--- config.mk ---
export PLATFORM = sky130hd
export DESIGN_NAME = mult_seq_4bits
export DESIGN_NICKNAME = d
export VERILOG_FILES = /design/src/rtl/mult_seq_4bits_pkg.sv /design/src/rtl/mult_seq_4bits_somador.sv /design/src/rtl/mult_seq_4bits.sv
export SDC_FILE = /design/constraint.sdc
export NUM_CORES = 1
export LEC_CHECK = 0
export ABC_AREA = 1
export BUFFER_PORTS_ARGS = -buffer_cell sky130_fd_sc_hd__buf_2
export CAP_MARGIN = 0
export CORE_UTILIZATION = 50
export DETAILED_ROUTE_END_ITERATION = 10
export PLACE_DENSITY = 0.72
export SLEW_MARGIN = 20
export SYNTH_ARGS = -nofsm -noshare
export SYNTH_HDL_FRONTEND = slang
export SYNTH_HIERARCHICAL = 1
export SYNTH_SLANG_ARGS = --single-unit
--- constraint.sdc ---
create_clock -name clk -period 4.1 [get_ports clk]
set_input_delay 1.23 -clock clk [delete_from_list [all_inputs] [get_ports clk]]
set_output_delay 1.23 -clock clk [all_outputs]
set_load 0.01 [all_outputs]
--- src/rtl/mult_seq_4bits_pkg.sv ---
// Shared controller definitions for adder-sharing sequential blocks:
// FSM state encodings, step count and the add-and-shift step helper.
package mult_seq_4bits_pkg;

    // FSM state encodings, reused by future adder-sharing controllers.
    localparam logic [1:0] ST_IDLE = 2'b00;
    localparam logic [1:0] ST_CALC = 2'b01;
    localparam logic [1:0] ST_DONE = 2'b10;

    // Number of add-and-shift steps for a 4-bit multiplier.
    localparam int unsigned N_PASSOS = 4;

    // Counter value on which the final step is taken.
    localparam logic [1:0] CNT_ULTIMO = 2'(N_PASSOS - 1);

    // One shift-and-add step on {Acc,Q}.  When the multiplier LSB is set,
    // the adder sum is taken and its carry becomes the new Acc MSB so it
    // is never lost; otherwise the accumulator is shifted in with a zero.
    function automatic logic [7:0] passo_shift(
        input logic       cout,
        input logic [3:0] soma,
        input logic [3:0] acc,
        input logic [3:0] q
    );
        logic [7:0] res;
        if (q[0]) begin
            res = {cout, soma, q[3:1]};
        end else begin
            res = {1'b0, acc, q[3:1]};
        end
        return res;
    endfunction

endpackage

--- src/rtl/mult_seq_4bits_somador.sv ---
// Somador4Bits: combinational 4-bit ripple-carry adder datapath.
module Somador4Bits (
    input  logic [3:0] A,
    input  logic [3:0] B,
    input  logic       Cin,
    output logic [3:0] S,
    output logic       Cout
);

    logic [4:0] carry_s;

    // Ripple the carry through four full-adder cells.
    always_comb begin
        carry_s    = 5'b0_0000;
        S          = 4'b0000;
        carry_s[0] = Cin;
        for (int i = 0; i < 4; i++) begin
            S[i]         = A[i] ^ B[i] ^ carry_s[i];
            carry_s[i+1] = (A[i] & B[i]) | (carry_s[i] & (A[i] ^ B[i]));
        end
        Cout = carry_s[4];
    end

endmodule

--- src/rtl/mult_seq_4bits.sv ---
// mult_seq_4bits: sequential 4x4 unsigned shift-and-add multiplier.
// One add-and-shift step per clock through a single Somador4Bits, with a
// start/busy/done handshake. P holds the last completed product.
module mult_seq_4bits
    import mult_seq_4bits_pkg::*;
(
    input  logic       clk,
    input  logic       rst_n,
    input  logic       start,
    input  logic [3:0] A,
    input  logic [3:0] B,
    output logic [7:0] P,
    output logic       busy,
    output logic       done
);

    logic [1:0] estado_q, estado_d;
    logic [3:0] m_q, m_d;
    logic [3:0] acc_q, acc_d;
    logic [3:0] q_q, q_d;
    logic [1:0] cnt_q, cnt_d;
    logic [7:0] p_q, p_d;
    logic       busy_q, busy_d;
    logic       done_q, done_d;

    logic [3:0] soma_s;
    logic       cout_s;
    logic [7:0] passo_s;

    Somador4Bits u_somador (
        .A    (acc_q),
        .B    (m_q),
        .Cin  (1'b0),
        .S    (soma_s),
        .Cout (cout_s)
    );

    // Post-step value of {Acc,Q} for the current cycle.
    always_comb begin
        passo_s = passo_shift(cout_s, soma_s, acc_q, q_q);
    end

    // Next-state logic: operand load, step sequencing and result write.
    always_comb begin
        estado_d = estado_q;
        m_d      = m_q;
        acc_d    = acc_q;
        q_d      = q_q;
        cnt_d    = cnt_q;
        p_d      = p_q;
        case (estado_q)
            ST_IDLE, ST_DONE: begin
                if (start) begin
                    estado_d = ST_CALC;
                    m_d      = A;
                    q_d      = B;
                    acc_d    = 4'b0000;
                    cnt_d    = 2'b00;
                end else begin
                    estado_d = ST_IDLE;
                end
            end
            ST_CALC: begin
                // start is deliberately ignored here: operands stay put
                {acc_d, q_d} = passo_s;
                if (cnt_q == CNT_ULTIMO) begin
                    estado_d = ST_DONE;
                    p_d      = passo_s;
                end else begin
                    cnt_d = cnt_q + 2'd1;
                end
            end
            default: begin
                // unused encoding: fall back to IDLE without producing a result
                estado_d = ST_IDLE;
                cnt_d    = 2'b00;
            end
        endcase
        busy_d = (estado_d == ST_CALC);
        done_d = (estado_d == ST_DONE);
    end

    // State and output registers; reset aborts any operation in flight.
    always_ff @(posedge clk or negedge rst_n) begin
        if (!rst_n) begin
            estado_q <= ST_IDLE;
            m_q      <= 4'b0000;
            acc_q    <= 4'b0000;
            q_q      <= 4'b0000;
            cnt_q    <= 2'b00;
            p_q      <= 8'h00;
            busy_q   <= 1'b0;
            done_q   <= 1'b0;
        end else begin
            estado_q <= estado_d;
            m_q      <= m_d;
            acc_q    <= acc_d;
            q_q      <= q_d;
            cnt_q    <= cnt_d;
            p_q      <= p_d;
            busy_q   <= busy_d;
            done_q   <= done_d;
        end
    end

    assign P    = p_q;
    assign busy = busy_q;
    assign done = done_q;

endmodule

Word level (Yosys, flattened, before mapping)
Index checks and enable logic that the tools add are counted.
{"block": "word_totals", "in_bits": 11, "ff_bits": 26, "wordCells": 51, "output_inout_bits": 10}
{"block": "classes", "add_sub_neg": 1, "mux": 11, "reduce_logical": 7, "n_eq_ne": 7, "bitwise_logic": 17}
{"op": "$pmux 4 s2", "n": 2}
{"op": "$mux 4", "n": 2}
{"op": "$mux 8", "n": 1}
{"op": "$pmux 2 s2", "n": 2}
{"op": "$reduce_and 2->1", "n": 4}
{"op": "$and 1x1->1", "n": 7}
{"op": "$xor 1x1->1", "n": 7}
{"op": "$eq 2x2->1 const B", "n": 3}
{"op": "$mux 2", "n": 3}
{"op": "$eq 2x1->1 const B", "n": 2}
{"op": "$ne 2x2->1 const B", "n": 2}
{"op": "$or 1x1->1", "n": 3}
{"op": "$add 2x1->2 const B", "n": 1}
{"op": "$logic_not 2->1", "n": 1}
{"op": "$reduce_bool 2->1", "n": 1}
{"op": "$reduce_or 2->1", "n": 1}
{"op": "$mux 1", "n": 1}

Logic depth before layout (Yosys ltp)
{"block": "depth", "word_depth": 9, "depth_mapped": 12, "ltp_nobuf": 12}

Hierarchy
The synthesis kept the hierarchy.
{"module": "mult_seq_4bits", "n_inst": 1, "cells_each": 136, "area_each_um2": 1182.4, "seq_area_each_um2": 650.6}
{"module": "Somador4Bits", "n_inst": 1, "cells_each": 14, "area_each_um2": 117.6, "seq_area_each_um2": 0.0}

Least setup slack after synthesis
Ideal clock, no wire load.
{"block": "synth_timing", "kind": "register -> register", "start": "register acc_q[0]", "end": "register acc_q[2]", "n_path_buf": 0, "slack_ns": 1.888, "t_arrival_ns": 2.147, "setup_ns": 0.065, "period_less_slack_ns": 2.212, "t_required_ns": 4.035, "stages_incl_launch_ff": 13, "path_cell_list": "dfrtp_1 fa_1 inv_1 fa_1 inv_1 fa_1 inv_1 fa_1 inv_1 nand2_1 o21ai_0 nand2_1 nand2_1"}
{"block": "synth_via", "elab_chain_len": 8}
{"item": "from (decl)", "line": "mult_seq_4bits.sv:19", "text": "logic [3:0] acc_q, acc_d;"}
{"item": "from (signal assigned)", "line": "mult_seq_4bits.sv:88", "text": "acc_q <= 4'b0000;"}
{"item": "from (signal assigned)", "line": "mult_seq_4bits.sv:97", "text": "acc_q <= acc_d;"}
{"item": "$and 1x1->1 (2 in a row)", "line": "mult_seq_4bits_somador.sv:19", "text": "carry_s[i+1] = (A[i] & B[i]) | (carry_s[i] & (A[i] ^ B[i]));"}
{"item": "$or 1x1->1", "line": "mult_seq_4bits_somador.sv:19"}
{"item": "$and 1x1->1", "line": "mult_seq_4bits_somador.sv:19"}
{"item": "$or 1x1->1", "line": "mult_seq_4bits_somador.sv:19"}
{"item": "$xor 1x1->1", "line": "mult_seq_4bits_somador.sv:18", "text": "S[i] = A[i] ^ B[i] ^ carry_s[i];"}
{"item": "via soma_s[3]", "line": "mult_seq_4bits.sv:26", "text": "logic [3:0] soma_s;"}
{"item": "$mux 8", "line": "mult_seq_4bits_pkg.sv:26", "text": "if (q[0]) begin"}
{"item": "$pmux 4 s2", "line": "mult_seq_4bits.sv:51", "text": "case (estado_q)"}
The timed path passes the listed nets, and every way through them passes these cells.
A chain may end at the register's enable or synchronous reset.

Worst setup path after layout
Same ends and word-level chain as after synthesis.

==> metrics.txt <==
total die area between 2000 and 3000 um^2; Total Routed Length roughly 2.2 mm; Placer Congestion roughly 0.83; Bufs on Longest Clock Path 2; leakage power total approximately 0.00084 uW; final number of max-transition violations 0; top post-synthesis cells by area dfrtp_1 50%, nand2_1 19%, fa_1 6.2%; path depth of the worst reg2reg path 12; DRC Markers 0; Psw 463.2 uW; Ant. Diodes 0; Yosys top cell by area dfrtp_1; largest net degree at the start of global routing 27; # clock sinks 26; WL per Instance about 11 um; Skew-Pair Late Insertion Delay between 300 and 400 ps; power density cells around 740 nW/um^2; Area Growth Syn to Fin 11.07%; via count 950; Comb power frac 45.9%; CTS root buf clkbuf_4; headroom to the max-slew limit 62.11%; Post-layout nets roughly 190; grt ovf 0; number of DRC markers in iteration 0 12; maximum clock frequency roughly 420 MHz; H-tree Lvls 1; HPWL after detailed placement between 1.5 and 2 mm; Port Buffers 20; Post-synth EDFFs 0; CP Launch Type flip-flop; slowest stage delay, CP 440 ps; post-synth top area share around half; asr flop ratio synth 100.0%; Clock Power Share a little under an eighth; R2R Path End acc_q[2]$_DFFE_PN0P_; hold endpoint P[5]$_DFFE_PN0P_; Core ar. roughly 2500 um^2; minimum clock period 2380 ps; Hold/Removal Path Class flip-flop to flip-flop; initial antenna violation count 0; RSZ-0062 raised after global routing no; Mapped Cells 150; Die Span Y 52.99 um; Sw Share between 40% and 50%; Final setup viols 0; FP Rows 18; hold_sp P[5]$_DFFE_PN0P_; via/cell ratio roughly 4.7; register area share after synthesis roughly half; drt first pass iters 4; syn_area_per_cell about 8.7 um^2; total CTS buffers 3; most common cell in the netlist nand2_1; Crit-path slowest cell dfrtp_1; cts hold-fix bufs 0; register share of total power 42.1%; Crit Reg-Reg Startpoint acc_q[0]$_DFFE_PN0P_; initial core utilization 52.47%; Ys Warns 6; Worst Path Max Fanout 3; worst vdd ir roughly 0.47 mV; status complete, no violations; Worst Hold Depth 2; Critical Path, Cell by Cell fa_1 -> inv_1 -> fa_1 -> inv_1 -> fa_1 -> inv_1 -> fa_1 -> inv_1 -> nand2_1 -> o21ai_0 -> nand2_1 -> nand2_1; Ports 21; Clock Skew 1.336 ps; CTS clk-pin slew, worst paths 140 ps; share of layout cells above drive strength 1 about 23%; critical path class flip-flop to flip-flop; vias in the first global route roughly 940; CTS resizes 0; Worst-Margin Slew ~570 ps; Synth top cells by count 65 x nand2_1, 26 x dfrtp_1, 20 x inv_1; max-cap viol count 0; Post-Syn Nets between 150 and 200; top_reg_cell synth dfrtp_1; final setup TNS 0 ps; Pint 604.8 uW; fin util roughly 60%; postcts setup bufs 0; die width ~53 um; Seq cells post-synth 26; total track usage a little under a fifth; first-pass GRT wire length between 3 and 4 mm; final hold vios 0; Antenna Violating Nets Remaining 0; TritonCTS clock tree done; Worst EP arrival 2640 ps; post-route clock period utilization 58.06%; cell area after synthesis 1300 um^2; setup slack, reg-to-reg 1720 ps; Synth cell types 20; Critical Path RT about 4400 ps; CP endpoint kind flip-flop
-- worst max path at each step --
stage / cells past startpoint / endpoint / slack, ps / start
6_report: 12 / acc_q[2]$_DFFE_PN0P_ / 1720 / acc_q[0]$_DFFE_PN0P_
5_1_grt: 12 / acc_q[2]$_DFFE_PN0P_ / 1550 / acc_q[0]$_DFFE_PN0P_
4_1_cts: 12 / acc_q[2]$_DFFE_PN0P_ / 1710 / acc_q[0]$_DFFE_PN0P_
3_5_place_dp: 12 / acc_q[2]$_DFFE_PN0P_ / 1790 / acc_q[0]$_DFFE_PN0P_
3_3_place_gp: 12 / acc_q[2]$_DFFE_PN0P_ / 1830 / acc_q[0]$_DFFE_PN0P_
2_1_floorplan: 12 / acc_q[2]$_DFFE_PN0P_ / 1890 / acc_q[0]$_DFFE_PN0P_
-- power groups by stage --
stage          Combinational, uW  Clock [uW]  Sequential, uW
2_1_floorplan                391           0             441
5_1_grt                      562         140             467
4_1_cts                      494         134             452
3_3_place_gp                 470           0             448
3_5_place_dp                 491           0             457
6_report                     491         127             450
-- cell type report --
type	count	area, um^2
fill	240	1033
sequential	26	650.6
multi-input combinational	95	516.7
inverter	26	102.6
timing repair buffer	20	100.1
tap	30	37.54
clock buffer	4	36.28
-- cell families (layout without fill, tap and decap cells) --
logic type,after synthesis,in the layout,synth area share [%]
other,1,1,0.2885
adders and majority gates,5,5,7.122
and+or+nand+nor,81,81,28.10
DFF,26,26,50.05
buffers and inverters,29,50,10.20
AOI/OAI and AO/OA,8,8,4.234
-- stage by stage --
step / instances / setup WS, ps / hold WS [ps] / instance area [um^2] / power [uW]
finish: 201 / 1720 / 494.8 / 1444 / 1068
global route: 201 / 1553 / 521.7 / 1444 / 1169
CTS: 201 / 1711 / 497.6 / 1444 / 1080
detailed placement: 197 / 1793 / 462.7 / 1408 / 947.3
global placement: 197 / 1832 / 458.9 / 1408 / 917.9
floorplan: 150 / 1888 / 445.9 / 1300 / 832.3
-- placed cells by master (no fill, tap or decap), drive strengths merged --
| cell type | instances |
|---|---|
| buf | 20 |
| o21ai | 8 |
| nor2 | 1 |
| or2 | 1 |
| ha | 1 |
| nand3 | 10 |
| dfrtp | 26 |
| fa | 4 |
| conb | 1 |
| nand2 | 69 |
| inv | 26 |
| clkbuf | 4 |
-- per-layer routing --
layer  track usage, %  up-vias  routed length, um  part of all wire [%]
li1                 -      485                  -                     -
met1            23.84      445               1018                    47
met2            31.86       18               1081                    49
met3            2.586        2                 74                   3.4
met4            7.895        0                 15                  0.69
met5                0        -                  0                     0
-- state kept, by name, summed over array words and instances, names as in the netlist --
register and flops:
P 8, acc_q 4, busy 1, cnt_q 2, done 1, estado_q 2
m_q 4, q_q 4
-- worst max-delay path: cells and delay by family (launching register included) --
family	cells	cell delay, ps
flops	1	440
simple gates	3	190
fa+ha+maj	4	1340
compound gates	1	110
buf+inv	4	260
(Power assumes the default switching activity.)
